## config.mk

```make
export PLATFORM = sky130hd
export DESIGN_NAME = unary_decode
export DESIGN_NICKNAME = d
export VERILOG_FILES = /design/src/rtl/unary_decode.sv
export SDC_FILE = /design/constraint.sdc
export NUM_CORES = 1
export LEC_CHECK = 0
export BUFFER_PORTS_ARGS = -buffer_cell sky130_fd_sc_hd__buf_2
export CAP_MARGIN = 20
export CORE_ASPECT_RATIO = 2
export CORE_UTILIZATION = 50
export CTS_CLUSTER_SIZE = 8
export DETAILED_ROUTE_END_ITERATION = 8
export PLACE_DENSITY = 0.74
export SLEW_MARGIN = 20
export SYNTH_ARGS = -nofsm -noshare
export SYNTH_HDL_FRONTEND = slang
export SYNTH_SLANG_ARGS = --single-unit
```

## constraint.sdc

```tcl
create_clock -name clk -period 4.9 [get_ports clk]
set_clock_uncertainty 0.15 [all_clocks]
set_input_delay 0.735 -clock clk [delete_from_list [all_inputs] [get_ports clk]]
set_output_delay 0.735 -clock clk [all_outputs]
set_load 0.02 [all_outputs]
```

## src/rtl/unary_decode.sv

```systemverilog
// Thermometer-to-binary decoder: counts set bits of a 2**(DOUT-1)-bit code, CHUNK bits per cycle.
// Define UNARY_DECODE_CHECK_EN to flag malformed (non 0..01..1) codes on dout_err.
module unary_decode #(
  parameter int DOUT  = 6,
  parameter int CHUNK = 8
) (
  input  logic                    clk,
  input  logic                    rst,
  output logic                    din_ready,
  input  logic                    din_valid,
  input  logic [2**(DOUT-1)-1:0]  din_data,
  input  logic                    dout_ready,
  output logic                    dout_valid,
  output logic [DOUT-1:0]         dout_data,
  output logic                    dout_err
);

  localparam int W    = 2**(DOUT-1);
  localparam int NCH  = W / CHUNK;
  localparam int PCW  = $clog2(CHUNK + 1);
  localparam int IDXW = (NCH > 1) ? $clog2(NCH) : 1;

  typedef enum logic [1:0] {IDLE, COUNT, DONE} state_t;

  state_t          state;
  logic [W-1:0]    sreg;
  logic [DOUT-1:0] acc;
  logic [IDXW-1:0] idx;
  logic            din_fire;
  logic [PCW-1:0]  chunk_cnt;

  function automatic logic [PCW-1:0] popcount(input logic [CHUNK-1:0] v);
    logic [PCW-1:0] c;
    c = '0;
    for (int i = 0; i < CHUNK; i++) c = c + PCW'(v[i]);
    return c;
  endfunction

  // Ready only depends on state, so it never waits on din_valid.
  assign din_ready = (state == IDLE) && !rst;
  assign din_fire  = din_valid && din_ready;
  assign chunk_cnt = popcount(sreg[CHUNK-1:0]);
  assign dout_data = acc;

  always_ff @(posedge clk or posedge rst) begin
    if (rst) begin
      state      <= IDLE;
      sreg       <= '0;
      acc        <= '0;
      idx        <= '0;
      dout_valid <= 1'b0;
    end else begin
      case (state)
        IDLE: begin
          if (din_fire) begin
            sreg  <= din_data;
            acc   <= '0;
            idx   <= '0;
            state <= COUNT;
          end
        end
        COUNT: begin
          acc  <= acc + DOUT'(chunk_cnt);
          sreg <= sreg >> CHUNK;
          idx  <= idx + IDXW'(1);
          if (idx == IDXW'(NCH - 1)) begin
            state      <= DONE;
            dout_valid <= 1'b1;
          end
        end
        DONE: begin
          if (dout_ready) begin
            state      <= IDLE;
            dout_valid <= 1'b0;
          end
        end
        default: begin
          state      <= IDLE;
          dout_valid <= 1'b0;
        end
      endcase
    end
  end

`ifdef UNARY_DECODE_CHECK_EN
  logic seen_zero;
  logic err;
  logic chunk_bad;
  logic chunk_seen;

  // A 1 anywhere above a 0 (this chunk or an earlier one) breaks the 0..01..1 form.
  always_comb begin
    chunk_bad  = 1'b0;
    chunk_seen = seen_zero;
    for (int i = 0; i < CHUNK; i++) begin
      if (sreg[i] && chunk_seen) chunk_bad = 1'b1;
      if (!sreg[i]) chunk_seen = 1'b1;
    end
  end

  always_ff @(posedge clk or posedge rst) begin
    if (rst) begin
      seen_zero <= 1'b0;
      err       <= 1'b0;
    end else if (state == IDLE) begin
      if (din_fire) begin
        seen_zero <= 1'b0;
        err       <= 1'b0;
      end
    end else if (state == COUNT) begin
      seen_zero <= chunk_seen;
      err       <= err | chunk_bad;
    end
  end

  assign dout_err = err;
`else
  assign dout_err = 1'b0;
`endif

endmodule

```

==> key figures, run 1 <==
Logic synthesis
  • Yosys cell types: 25
  • Asr flop ratio synth: 100%
  • Synthesized netlist net count: 262
  • Mapped Area: 2090 um2
  • Ys Warns: 0
  • Number of synthesized flops with an enable pin: 0
  • Synth top area share: between 50% and 60%
  • Top FF cell, synth: dfrtp_1
  • Yosys reg bits: 43
  • Synth area leader: dfrtp_1
  • Top post-synthesis cells by area: dfrtp_1 (51%), nand2_1 (9.7%), a22oi_1 (5.4%)
  • Synth Instances: about 210
  • Seq/Total Area, Yosys: around half
  • Syn Area/Cell: around 9.8 um2

Die
  • Core area: between 3000 and 4000 um2
  • Die height: around 93 um
  • Initial Utilization: a little over half
  • Die ar.: about 4500 um2
  • DIE WIDTH: 47.7 um
  • Row count: 32
  • IO Pins: between 40 and 50

Min path
  • Hold Crit Class: register to register
  • Hold depth: 2

Worst setup path
  • WP data arrival: about 3.5 ns
  • Worst r2r path cells: 10
  • Reg2reg setup slack: approximately 1.4 ns
  • RR Endpoint: dout_data[4]
  • Origin of the critical flop-to-flop path: dout_data[0]
  • CP startpoint: dout_data[0]
  • Setup crit end: dout_data[4]
  • CP Class: register to register
  • Worst Path Required: between 4 and 5 ns
  • CP max FO: 3
  • Setup crit start kind: register
  • Crit end category: register

Layout
  • Area grow syn2layout: 16.7%
  • Ant. Diodes: 0
  • Layout cell share with drive strength beyond 1: around 23%
  • Layout Utilization: between 60% and 70%
  • Nets: slightly above 300
  • Fin cells: roughly 300

Power
  • Leak: 1.24 nW
  • PwrDens: 725 nW/um2
  • VDD IR max: just over 0.4 mV
  • Total Power: roughly 1.8 mW

Clocking
  • Hold buffers post-CTS: 0
  • CTS Root Buffer Type: clkbuf_8
  • Worst-skew pair later-pin latency: roughly 0.30 ns
  • Clock sink total: 43
  • CTS tree: done
  • Cts bufs inserted: 5
  • Post-cts resize count: 0
  • Clock tree buffer depth: 2
  • Clock transition at path regs: around 0.080 ns
  • Setup Fix Bufs, Post-CTS: 0
  • H-Tree Depth: 2

Route
  • DRC errors left: 0
  • WL per Instance: between 10 and 15 um
  • Final ANT Viol Nets: 0
  • Via count: ~1600
  • Pre-antenna DRT Iters: 4
  • Vias per cell: ~5.3
  • DRT iter0 DRCs: 28
  • Final WL: 4100 um

Timing
  • Slew Viols, Final: 0
  • Setup violators final: 0
  • Worst slew margin: between 40 and 50%
  • Final worst path period share: 71.6%
  • Worst slew pin tran: just under 0.9 ns
  • Hold WS: 0.335 ns
  • Setup TNS: 0 ns
  • Fmax: 0.285 GHz
  • RSZ-0062 raised after global routing: false
  • Final Hold Violating Endpoints: 0
  • Period minus WS final: ~3.5 ns

Job
  • Max_cap viols: 0

Run status
  • Outcome: completed

Global route
  • Vias in the first global route: 1570
  • GRT Overall Usage: between 20 and 25%
  • First-pass GRT wire length: between 6000 and 7000 um
  • Gr ovfl total: 0
  • Largest net degree at the start of global routing: 44
  • Initial antenna violation count: 0

Placement
  • GPL Wtd Cong: 0.742
  • PortBufs: 43
  • Post-DP HPWL: approximately 3000 um
  • Dpl cells: 299
## power breakdown
part | total (mW) | switching, mW | internal [mW]
combinational | 0.894 | 0.532 | 0.362
sequential | 0.603 | 0.0917 | 0.512
clock | 0.273 | 0.121 | 0.152
## state kept, by name, indices dropped and copies added (netlist names)
register,flops
dout_valid,1
dout_data,6
idx,2
state,2
sreg,32
## critical path: stages (launching register included)
cell and delay, ns:
dfrtp_1 0.41, fa_1 0.55, inv_1 0.05, fa_1 0.49, fa_1 0.43, fa_1 0.42, fa_1 0.39, nor2b_1 0.15
o21a_1 0.12, o21ai_0 0.08, mux2i_1 0.16
## worst min path at each step
stage               slack (ns)      from  endpoint
floorplan                 0.30  sreg[16]  sreg[16]
global placement          0.31  sreg[23]  sreg[23]
detailed placement        0.32  sreg[10]  sreg[10]
CTS                       0.34  sreg[10]  sreg[10]
global route              0.36  sreg[10]  sreg[10]
finish                    0.34  sreg[23]  sreg[23]
## metal layers
metal | wire length (um) | up-vias | GRT usage, %
met5 | 0 | - | 0
met4 | 78 | 0 | 9.72
met3 | 128 | 5 | 4.05
met2 | 2130 | 34 | 33.3
met1 | 1760 | 770 | 28.1
li1 | - | 805 | -
## cells in the mapped netlist, types with 2 or more instances
| cell type | n |
|---|---|
| nor2b_1 | 2 |
| o21ai_0 | 19 |
| clkbuf_1 | 2 |
| dfrtp_1 | 43 |
| fa_1 | 5 |
| nand3_1 | 4 |
| nand2b_1 | 3 |
| a22oi_1 | 15 |
| buf_4 | 5 |
| nor3_1 | 10 |
| mux2i_1 | 2 |
| nand2_1 | 54 |
| ha_1 | 7 |
| a21oi_1 | 3 |
| buf_2 | 6 |
| a221o_1 | 6 |
| o22ai_1 | 3 |
| nor2_1 | 7 |
| inv_1 | 12 |
## final cells by class
type                       count  area [um2]
fill                         353        1480
sequential                    43        1080
multi-input combinational    146         898
timing repair buffer          47         245
clock buffer                   5        68.8
tap                           51        63.8
inverter                      12        45.0
clock inverter                 3        43.8
## cells in the final DEF, fill, tap and decap left out, types with 5 or more instances in the layout
cell      synthesis  routed
nor2_1            7       7
a22oi_1          15      15
a221o_1           6       6
dfrtp_1          43      43
inv_1            12      12
clkbuf_8          0       5
ha_1              7       7
buf_2             6      43
o21ai_0          19      19
nand2_1          54      54
fa_1              5       5
nor3_1           10      10
## cells by family after synthesis
kind of cell,share of synthesized area (%)
DFF,51.4
muxes,0.957
adders and majority gates,8.97
and+or+nand+nor,17.2
AOI/OAI and AO/OA,15.5
buffers and inverters,5.74
other,0.179
## metrics by stage
stage | instance area [um2] | setup WS, ns
floorplan | 2090 | 1.44
global placement | 2330 | 1.46
detailed placement | 2330 | 1.38
CTS | 2440 | 1.38
global route | 2440 | 1.25
finish | 2440 | 1.39
(Power assumes the default switching activity.)
==> run 2: changes to the inputs <==
Settings changed: CORE_UTILIZATION 50 to 48, PLACE_DENSITY 0.74 to 0.75.
Clock period 4.9 ns to 3.2 ns, I/O delays scaled along.
==> key figures, run 2 (synthesis results as in run 1) <==
Layout
  • Fill cell count: around 370
  • Biggest register: sreg
  • Commonest non-fill, non-tap cell in the layout: nand2_1
  • Ant. Diodes: 0
  • Largest register FFs: 32
  • Layout cell share with drive strength beyond 1: 27.2%
  • Most frequent cells in the layout: nand2_1 (54), buf_2 (43), dfrtp_1 (42)
  • Area grow syn2layout: 21.1%
  • Layout Utilization: 61.3%
  • Nets: 308

Timing
  • Fmax: approximately 0.30 GHz
  • Worst slew pin tran: between 0.8 and 0.9 ns
  • Slew Viols, Final: 0
  • Period minus WS final: between 3 and 4 ns
  • Setup TNS: -0.210 ns
  • Final worst path period share: 105%
  • RSZ-0062 raised after global routing: true
  • Setup violators final: 2
  • Worst slew margin: 44.2%
  • Hold WS: between 0.15 and 0.2 ns
  • Final Hold Violating Endpoints: 0
  • Final worst setup slack: -0.171 ns

Route
  • Final ANT Viol Nets: 0
  • Vias per cell: 5.33
  • Via count: 1668
  • WL met2: between 2000 and 2500 um
  • DRT met1 WL: 1660 um
  • DRT iter0 DRCs: 31
  • Met3 WL: about 140 um
  • DRC errors left: 0
  • Final WL: slightly above 4000 um
  • WL per Instance: around 13 um
  • Pre-antenna DRT Iters: 4
  • Top sig layer: met4

Clocking
  • Clock transition at path regs: around 0.080 ns
  • Clock tree buffer depth: 2
  • Clock sink total: 43
  • Worst-skew pair later-pin latency: 0.29 ns
  • Cts bufs inserted: 5
  • CTS Root Buffer Type: clkbuf_8
  • CTS tree: done
  • H-Tree Depth: 2

Worst setup path
  • Worst Path Required: about 3.2 ns
  • Crit end category: register
  • CP Class: register to register
  • WP data arrival: 3.40 ns
  • Setup crit start kind: register
  • Worst r2r path cells: 10
  • CP max FO: 2

Die
  • IO Pins: between 40 and 50
  • Die ar.: ~4600 um2
  • Row count: 33
  • DIE WIDTH: just under 50 um
  • Initial Utilization: around 51%
  • Die height: between 90 and 100 um
  • Core area: 4130 um2

Placement
  • PortBufs: 43
  • Post-DP HPWL: 3100 um
  • GPL Wtd Cong: between 0.7 and 0.8

Global route
  • Initial antenna violation count: 0
  • Vias in the first global route: around 1500
  • First-pass GRT wire length: 6930 um
  • GRT Overall Usage: between 20% and 30%
  • Gr ovfl total: 0
  • Largest net degree at the start of global routing: 29

Power
  • Switching share of power: about two fifths
  • Switching power total: roughly 1.2 mW
  • PwrDens: 1170 nW/um2
  • Total Power: 2.97 mW
  • Leak: roughly 1.3 nW
  • Gate power share: approximately 54%
  • VDD IR max: between 0.8 and 0.9 mV
  • Clk network pwr share: 14.5%
  • Internal power: roughly 1.7 mW
  • Register share of total power: a little under a third

Run status
  • Failing checks: setup timing
  • Outcome: finished, violations left

Job
  • Max_cap viols: 0

Min path
  • Hold Crit Class: input pin to asynchronous set/reset pin
-- run 2: changes by cell type in the layout (fill, tap and decap cells not counted), moves of 2 or more --
| cell | before | now |
|---|---|---|
| buf_4 | 4 | 8 |
| a21oi_1 | 3 | 1 |
| fa_1 | 5 | 3 |
| fa_2 | 0 | 2 |
| o21ai_0 | 19 | 17 |
-- run 2: layout make-up --
| class | count | area (um2) | share of cell area [%] |
|---|---|---|---|
| multi-input cells | 146 | 932 | 36.8 |
| clock inverters | 2 | 35.0 | 1.38 |
| well taps | 52 | 65.1 | 2.57 |
| clock buffers | 6 | 82.6 | 3.26 |
| inverters | 12 | 45.0 | 1.78 |
| repair buffers | 52 | 295 | 11.7 |
| flip-flops and latches | 43 | 1080 | 42.5 |
-- run 2: final timing paths --
kind                               from            to  slack (ns)
min in group clk           din_data[30]      sreg[30]        0.23
max in group asynchronous           rst  dout_data[0]        2.17
hold / removal                      rst      state[1]        0.15
setup / recovery           dout_data[0]  dout_data[4]       -0.17
hold reg to reg                 sreg[8]       sreg[8]        0.33
setup reg to reg           dout_data[0]  dout_data[4]       -0.17
-- run 2: timing repair --
| action | 4_1_cts | 5_1_grt |
|---|---|---|
| resized for setup | 2 | 6 |
| cloned | 0 | 0 |
| hold buffers | 0 | 0 |
| endpoints found under the hold margin | 0 | 0 |
| pin swaps | 0 | 1 |
| setup buffers | 0 | 2 |
| endpoints found under the setup margin | 2 | 5 |
-- run 2: worst max-delay path, cell delays in order, from the launching register on --
cell and delay, ns:
dfrtp_2 0.42, fa_1 0.53, inv_1 0.05, fa_1 0.49, fa_1 0.43, fa_2 0.37
fa_2 0.36, nor2b_2 0.13, o21a_1 0.13, o21ai_2 0.05, mux2i_1 0.14
-- run 2: power by group through the flow --
stage               registers [mW]  clock network [mW]  logic [mW]
global placement             0.922                   0        1.34
global route                 0.951               0.465        1.82
detailed placement           0.934                   0        1.42
floorplan                    0.951                   0        1.05
CTS                          0.923               0.443        1.44
finish                       0.923               0.431        1.62
-- run 2: metal layers --
layer,global-route usage (%),up-vias
li1,-,814
met1,22.3,807
met2,36.0,39
met3,4.78,8
met4,9.80,0
met5,0,-
-- run 2: through the flow --
step           area, um2  setup WS (ns)  cells
6_report            2530         -0.171    313
4_1_cts             2490         -0.201    311
3_5_place_dp        2370         -0.213    303
3_3_place_gp        2370         -0.148    303
5_1_grt             2530         -0.240    313
2_1_floorplan       2100         -0.146    214
